### src/rtl/nl_stream_dma.sv
// -----------------------------------------------------------------------------
// nl_stream_dma
//
// Moves activation vectors between the activation SRAM and one nonlinear unit
// (softmax / layernorm / GELU).
//   * Read side: fetches two SRAM words per vector through port 0. The lower
//     address is the low half of the vector. It presents the 256-bit vector to
//     the unit on a valid/ready handshake.
//   * Write side: accepts results from the unit on a valid/ready handshake and
//     writes them back as two words through port 1, low half first.
// Both sides run concurrently. The transfer completes when the last result has
// been written.
//
// Ports:
//   clk, rst_n              clock, asynchronous active-low reset
//   start                   one-cycle start pulse (ignored while busy)
//   src_base, dst_base      first source / destination word address
//   num_vec                 number of 256-bit vectors to process
//   busy, done              status: busy level and one-cycle completion pulse
//   sram_*0                 SRAM port 0, used only for reads
//   sram_*1                 SRAM port 1, used only for writes
//   nl_in_valid/data/ready  vector stream toward the nonlinear unit
//   nl_out_valid/data/ready result stream from the nonlinear unit
// -----------------------------------------------------------------------------
module nl_stream_dma #(
    parameter int ADDR_W = 16,
    parameter int WORD_W = 128,
    parameter int CNT_W  = 10
) (
    input  logic                  clk,
    input  logic                  rst_n,
    input  logic                  start,
    input  logic [ADDR_W-1:0]     src_base,
    input  logic [ADDR_W-1:0]     dst_base,
    input  logic [CNT_W-1:0]      num_vec,
    output logic                  busy,
    output logic                  done,
    output logic [15:0]           sram_wea0,
    output logic [ADDR_W-1:0]     sram_addr0,
    output logic [WORD_W-1:0]     sram_wdata0,
    input  logic [WORD_W-1:0]     sram_rdata0,
    output logic [15:0]           sram_wea1,
    output logic [ADDR_W-1:0]     sram_addr1,
    output logic [WORD_W-1:0]     sram_wdata1,
    output logic                  nl_in_valid,
    output logic [2*WORD_W-1:0]   nl_in_data,
    input  logic                  nl_in_ready,
    input  logic                  nl_out_valid,
    input  logic [2*WORD_W-1:0]   nl_out_data,
    output logic                  nl_out_ready
);

    typedef enum logic [2:0] {
        RD_IDLE,
        RD_LO,
        RD_HI,
        RD_CAP,
        RD_SEND,
        RD_DONE
    } rd_state_t;

    typedef enum logic [1:0] {
        WR_IDLE,
        WR_WAIT,
        WR_LO,
        WR_HI
    } wr_state_t;

    rd_state_t          rd_state;
    wr_state_t          wr_state;
    logic [CNT_W-1:0]   num_reg;
    logic [CNT_W-1:0]   rd_cnt;
    logic [CNT_W-1:0]   wr_cnt;
    logic [ADDR_W-1:0]  dst_ptr;
    logic [WORD_W-1:0]  hi_word;
    logic               start_ok;
    logic               wr_last;

    // Port 0 never writes.
    assign sram_wea0   = 16'h0000;
    assign sram_wdata0 = '0;

    assign start_ok = start && !busy;

    // The final write beat of the transfer. It also retires the read side, so
    // both FSMs are idle by the time done is visible.
    assign wr_last = (wr_state == WR_HI) && ((wr_cnt + CNT_W'(1)) == num_reg);

    // -------------------------------------------------------------------------
    // Read FSM: RD_LO issues the low address. RD_HI issues the high address and
    // captures the low word, which returns one cycle after its address. RD_CAP
    // captures the high word. RD_SEND holds the vector until it is accepted.
    // sram_addr0 holds the high address through RD_CAP and RD_SEND, so the
    // next low address is simply +1.
    // -------------------------------------------------------------------------
    always_ff @(posedge clk or negedge rst_n) begin
        if (!rst_n) begin
            rd_state    <= RD_IDLE;
            rd_cnt      <= '0;
            sram_addr0  <= '0;
            nl_in_valid <= 1'b0;
            nl_in_data  <= '0;
        end else if (wr_last) begin
            rd_state    <= RD_IDLE;
            nl_in_valid <= 1'b0;
        end else begin
            case (rd_state)
                RD_IDLE: begin
                    if (start_ok && (num_vec != '0)) begin
                        rd_state   <= RD_LO;
                        rd_cnt     <= '0;
                        sram_addr0 <= src_base;
                    end
                end
                RD_LO: begin
                    sram_addr0 <= sram_addr0 + ADDR_W'(1);
                    rd_state   <= RD_HI;
                end
                RD_HI: begin
                    // The low half may be overwritten here because valid is low.
                    nl_in_data[WORD_W-1:0] <= sram_rdata0;
                    rd_state               <= RD_CAP;
                end
                RD_CAP: begin
                    nl_in_data[2*WORD_W-1:WORD_W] <= sram_rdata0;
                    nl_in_valid                   <= 1'b1;
                    rd_state                      <= RD_SEND;
                end
                RD_SEND: begin
                    if (nl_in_ready) begin
                        nl_in_valid <= 1'b0;
                        rd_cnt      <= rd_cnt + CNT_W'(1);
                        if ((rd_cnt + CNT_W'(1)) < num_reg) begin
                            sram_addr0 <= sram_addr0 + ADDR_W'(1);
                            rd_state   <= RD_LO;
                        end else begin
                            rd_state <= RD_DONE;
                        end
                    end
                end
                RD_DONE: begin
                    // Wait for the write side to finish the transfer.
                end
                default: rd_state <= RD_IDLE;
            endcase
        end
    end

    // -------------------------------------------------------------------------
    // Write FSM plus transfer control (busy/done, sampled parameters).
    // nl_out_ready is registered and is high only in WR_WAIT while results are
    // still owed. Extra result beats therefore never handshake.
    // -------------------------------------------------------------------------
    always_ff @(posedge clk or negedge rst_n) begin
        if (!rst_n) begin
            wr_state     <= WR_IDLE;
            wr_cnt       <= '0;
            num_reg      <= '0;
            dst_ptr      <= '0;
            hi_word      <= '0;
            busy         <= 1'b0;
            done         <= 1'b0;
            nl_out_ready <= 1'b0;
            sram_wea1    <= 16'h0000;
            sram_addr1   <= '0;
            sram_wdata1  <= '0;
        end else begin
            done <= 1'b0;
            // busy covers the done cycle and falls right after it.
            if (done) begin
                busy <= 1'b0;
            end
            case (wr_state)
                WR_IDLE: begin
                    if (start_ok) begin
                        busy    <= 1'b1;
                        num_reg <= num_vec;
                        dst_ptr <= dst_base;
                        wr_cnt  <= '0;
                        if (num_vec == '0) begin
                            done <= 1'b1;
                        end else begin
                            nl_out_ready <= 1'b1;
                            wr_state     <= WR_WAIT;
                        end
                    end
                end
                WR_WAIT: begin
                    if (nl_out_valid && nl_out_ready) begin
                        nl_out_ready <= 1'b0;
                        hi_word      <= nl_out_data[2*WORD_W-1:WORD_W];
                        sram_wea1    <= 16'hFFFF;
                        sram_addr1   <= dst_ptr;
                        sram_wdata1  <= nl_out_data[WORD_W-1:0];
                        wr_state     <= WR_LO;
                    end
                end
                WR_LO: begin
                    sram_addr1  <= dst_ptr + ADDR_W'(1);
                    sram_wdata1 <= hi_word;
                    wr_state    <= WR_HI;
                end
                WR_HI: begin
                    sram_wea1 <= 16'h0000;
                    dst_ptr   <= dst_ptr + ADDR_W'(2);
                    wr_cnt    <= wr_cnt + CNT_W'(1);
                    if (wr_last) begin
                        done     <= 1'b1;
                        wr_state <= WR_IDLE;
                    end else begin
                        nl_out_ready <= 1'b1;
                        wr_state     <= WR_WAIT;
                    end
                end
                default: wr_state <= WR_IDLE;
            endcase
        end
    end

endmodule

### config.mk
export PLATFORM = sky130hd
export DESIGN_NAME = nl_stream_dma
export DESIGN_NICKNAME = d
export VERILOG_FILES = /design/src/rtl/nl_stream_dma.sv
export SDC_FILE = /design/constraint.sdc
export NUM_CORES = 1
export LEC_CHECK = 0
export ABC_CLOCK_PERIOD_IN_PS = 5500
export BUFFER_PORTS_ARGS = -buffer_cell sky130_fd_sc_hd__buf_2
export CORE_AREA = 2 2 397 399
export CTS_BUF_LIST = sky130_fd_sc_hd__clkbuf_4 sky130_fd_sc_hd__clkbuf_8
export CTS_CLUSTER_DIAMETER = 60
export CTS_CLUSTER_SIZE = 28
export DETAILED_ROUTE_END_ITERATION = 10
export DIE_AREA = 0 0 399 401
export HOLD_SLACK_MARGIN = 0.12
export PLACE_DENSITY = 0.33
export SLEW_MARGIN = 10
export SYNTH_ARGS = -nofsm -noshare
export SYNTH_HDL_FRONTEND = slang
export SYNTH_SLANG_ARGS = --single-unit
### constraint.sdc
create_clock -name clk -period 5.5 [get_ports clk]
set_input_delay 1.1 -clock clk [delete_from_list [all_inputs] [get_ports clk]]
set_output_delay 1.1 -clock clk [all_outputs]
set_load 0.02 [all_outputs]
==> reports/results.tsv <==
stage	metric	value	unit
status	outcome	completed	
synthesis	register area share after synthesis	55.6	%
cells_and_area	top flop regs	nl_in_data x256, hi_word x128, sram_wdata1 x128	
critical_path	required time worst endpoint	6.14	ns
critical_path	WP data arrival	4.30	ns
routing	wirelength, routed	100000	um
clocking	CTS Buffer Depth	3	
clocking	Post-CTS Hold Buffers	0	
synthesis	Mean Syn Cell Area	12.6	um^2
placed_design	# placed instances	4970	
synthesis	flops & latches, synth	600	
floorplan	Die Ht	401	um
clocking	H-Tree Depth	3	
floorplan	io pins	1011	
critical_path	Crit-path slowest cell	or4b_4	
grt	initial antenna violation count	60	
pwr	total leakage power	16.7	nW
cells_and_area	footprint of the multi-input gates	0.0107	mm^2
synthesis	Post-Synthesis Cells	2143	
synthesis	Async SR Flop Fraction	100	%
critical_path	CP Capture Type	flip-flop	
placed_design	DP HPWL	75100	um
sta	setup slack after layout	1.84	ns
clocking	Root Buffer	clkbuf_8	
cells_and_area	nets@finish	3454	
pwr	overall power consumption	22.8	mW
routing	antenna-violating nets left	0	
sta	Final Hold Violating Endpoints	0	
synthesis	Synth cell types	58	
critical_path	critical-path cell list	ha_1 > nand4_1 > or3_1 > a22oi_1 > and4_1 > nor3b_4 > or4b_4 > buf_12 > mux2_4	
floorplan	die area	0.160	mm^2
cells_and_area	Non-Filler Instances	5145	
routing	DRC	0	
sta	Worst-Margin Slew	1.20	ns
critical_path	internal reg-to-reg setup slack	1.84	ns
sta	Hold WS	0.317	ns
floorplan	row count	145	
critical_path	CP Max Fanout	41	
clocking	Post-CTS Setup Bufs	0	
floorplan	die width	399	um
clocking	CTS tree	done	
min_path	worst hold-check path type	primary input to async pin	
floorplan	Core ar.	0.156	mm^2
cells_and_area	Design Area, Final	0.0354	mm^2
critical_path	Setup crit start kind	flip-flop	
cells_and_area	Sequential Area	0.0150	mm^2
placed_design	Port Buffers	866	
routing	Vias/cell	3.71	
clocking	Sink Count	600	
routing	drt wl/cell	19.5	um
clocking	PostCTS Resize Cnt	0	
clocking	clock transition at the registers of the reported paths	0.10	ns
placed_design	RePlAce Congestion	0.735	
cells_and_area	largest reg by FF count	nl_in_data	
placed_design	Post-Place Worst Slack	1.54	ns
critical_path	critical path's largest stage delay	0.58	ns
synthesis	ys flop type	dfrtp_1	
sta	RSZ-0062 raised after global routing	false	
sta	fmax	0.273	GHz
sta	fin. max-slew vios	0	
critical_path	WP buf/inv	1	
cells_and_area	max reg flops	256	
synthesis	Post-synth EDFFs	0	
clocking	Inserted Clock Buffers	90	
placed_design	dpl cell area	0.0332	mm^2
sta	Layout Skew	0.0868	ns
cells_and_area	layout cells sized above 1	47.2	%
sta	min Tclk post-route	3.66	ns
run	maxcap violations	0	
grt	Remaining Overflow, GRT	0	
synthesis	YS warnings	0	
grt	pin count of the biggest net entering global routing	129	
critical_path	CP delay by family, top	simple AND/OR/NAND/NOR gates	
synthesis	Mapped Area	0.0270	mm^2
grt	total global-route track usage	12.2	%
floorplan	initial cell density of the core	17.4	%
cells_and_area	# fillers	17100	
cells_and_area	Area Growth Syn to Fin	30.9	%
sta	Finish-stage setup viols	0	
sta	final setup TNS	0	ns
critical_path	Crit Path Category	flip-flop to flip-flop	
routing	via count	19100	
sta	Final Cycle Share	66.6	%
pwr	VDD IR max	0.354	mV
grt	vias in the first global route	19600	
pwr	Cell Pwr Density	646	mW/mm^2
sta	worst relative slew slack	20.2	%
grt	first-pass GRT wire length	144000	um
routing	Initial DRC Count	697	
cells_and_area	utilization after layout	22.7	%
clocking	clk_lat worst skew	0.82	ns
routing	Pre-Repair DR Iteration Count	4	
## layout make-up
type                            instances  area share, %
Sequential cell                       600           42.5
Timing Repair Buffer                  908           13.6
Inverter                               22          0.234
Tap cell                             2058           7.28
Antenna cell                           13         0.0920
Clock inverter                         53           1.94
Multi-Input combinational cell       1382           30.2
Clock buffer                          109           4.19
## layer usage
layer | track usage, % | up-vias | share of wire (%)
li1 | - | 8942 | -
met1 | 14.1 | 9261 | 40
met2 | 20.1 | 595 | 48
met3 | 5.44 | 202 | 9.4
met4 | 3.19 | 72 | 2.2
met5 | 0 | - | 0.46
## logic make-up (layout without fill, tap and decap cells)
group,Yosys count,count (layout),synth area share (%)
AO/OA/AOI/OAI,319,319,6.70
XOR/XNOR,38,38,1.23
adder cells (fa/ha/maj),19,19,0.880
buffers and inverters,304,1092,7.04
flip-flops,600,600,55.6
multiplexers,529,529,23.0
other,1,157,0.0139
AND/OR/NAND/NOR,333,333,5.53
## power by group
part / internal, mW / switching (mW) / leakage, nW
registers: 6.60 / 1.43 / 7.22
logic: 4.26 / 6.03 / 8.39
clock network: 2.34 / 2.18 / 1.10
## Yosys cell counts (4+ instances only)
| cell type | n | area (um^2) |
|---|---|---|
| a21boi_0 | 4 | 30.0 |
| a21oi_1 | 42 | 210 |
| a31oi_1 | 6 | 37.5 |
| and3_1 | 17 | 106 |
| and4_1 | 5 | 43.8 |
| buf_4 | 174 | 1310 |
| buf_6 | 14 | 158 |
| clkbuf_1 | 89 | 334 |
| dfrtp_1 | 600 | 15000 |
| ha_1 | 19 | 238 |
| inv_1 | 22 | 82.6 |
| mux2_1 | 27 | 304 |
| mux2_2 | 253 | 2850 |
| mux2_4 | 114 | 1710 |
| mux2i_1 | 135 | 1350 |
| nand2_1 | 198 | 743 |
| nand2b_1 | 4 | 25.0 |
| nand3_1 | 34 | 170 |
| nand4_1 | 6 | 37.5 |
| nor2_1 | 31 | 116 |
| nor2b_1 | 9 | 56.3 |
| nor3_1 | 9 | 45.0 |
| nor3b_1 | 4 | 30.0 |
| o211ai_1 | 4 | 30.0 |
| o21ai_0 | 195 | 976 |
| o22ai_1 | 16 | 100 |
| o31a_1 | 4 | 35.0 |
| o31ai_1 | 24 | 180 |
| xnor2_1 | 21 | 184 |
| xor2_1 | 17 | 149 |
## cells in the final DEF (no fill, tap or decap), types with 27 or more instances in the layout
cell        n
mux2_2    253
buf_2     865
nand2_1   198
dfrtp_1   600
mux2_1     27
mux2i_1   135
nand3_1    34
conb_1    144
mux2_4    114
clkbuf_8  106
o21ai_0   195
nor2_1     30
buf_4      30
a21oi_1    41
## worst reg2reg max path, delay by kind of cell (launching register included)
kind | cells | cell delay [ns]
buffers and inverters | 1 | 0.46
multiplexers | 1 | 0.41
AO/OA/AOI/OAI | 1 | 0.16
AND/OR/NAND/NOR | 5 | 1.62
flip-flops | 1 | 0.47
adder cells (fa/ha/maj) | 1 | 0.42
## path summary, 6_finish.rpt
| path | startpoint | endpoint | cells past startpoint |
|---|---|---|---|
| max in group asynchronous | rst_n | hi_word[42] | 2 |
| worst max-delay path | wr_cnt[0] | nl_in_data[47] | 9 |
| min in group clk | sram_wdata1[72] | sram_wdata1[72] | 2 |
| worst max register to register | wr_cnt[0] | nl_in_data[47] | 9 |
| worst min-delay path | rst_n | nl_in_data[247] | 1 |
| worst min register to register | sram_wdata1[72] | sram_wdata1[72] | 2 |
No activity file was read; power rests on OpenSTA's default activity.
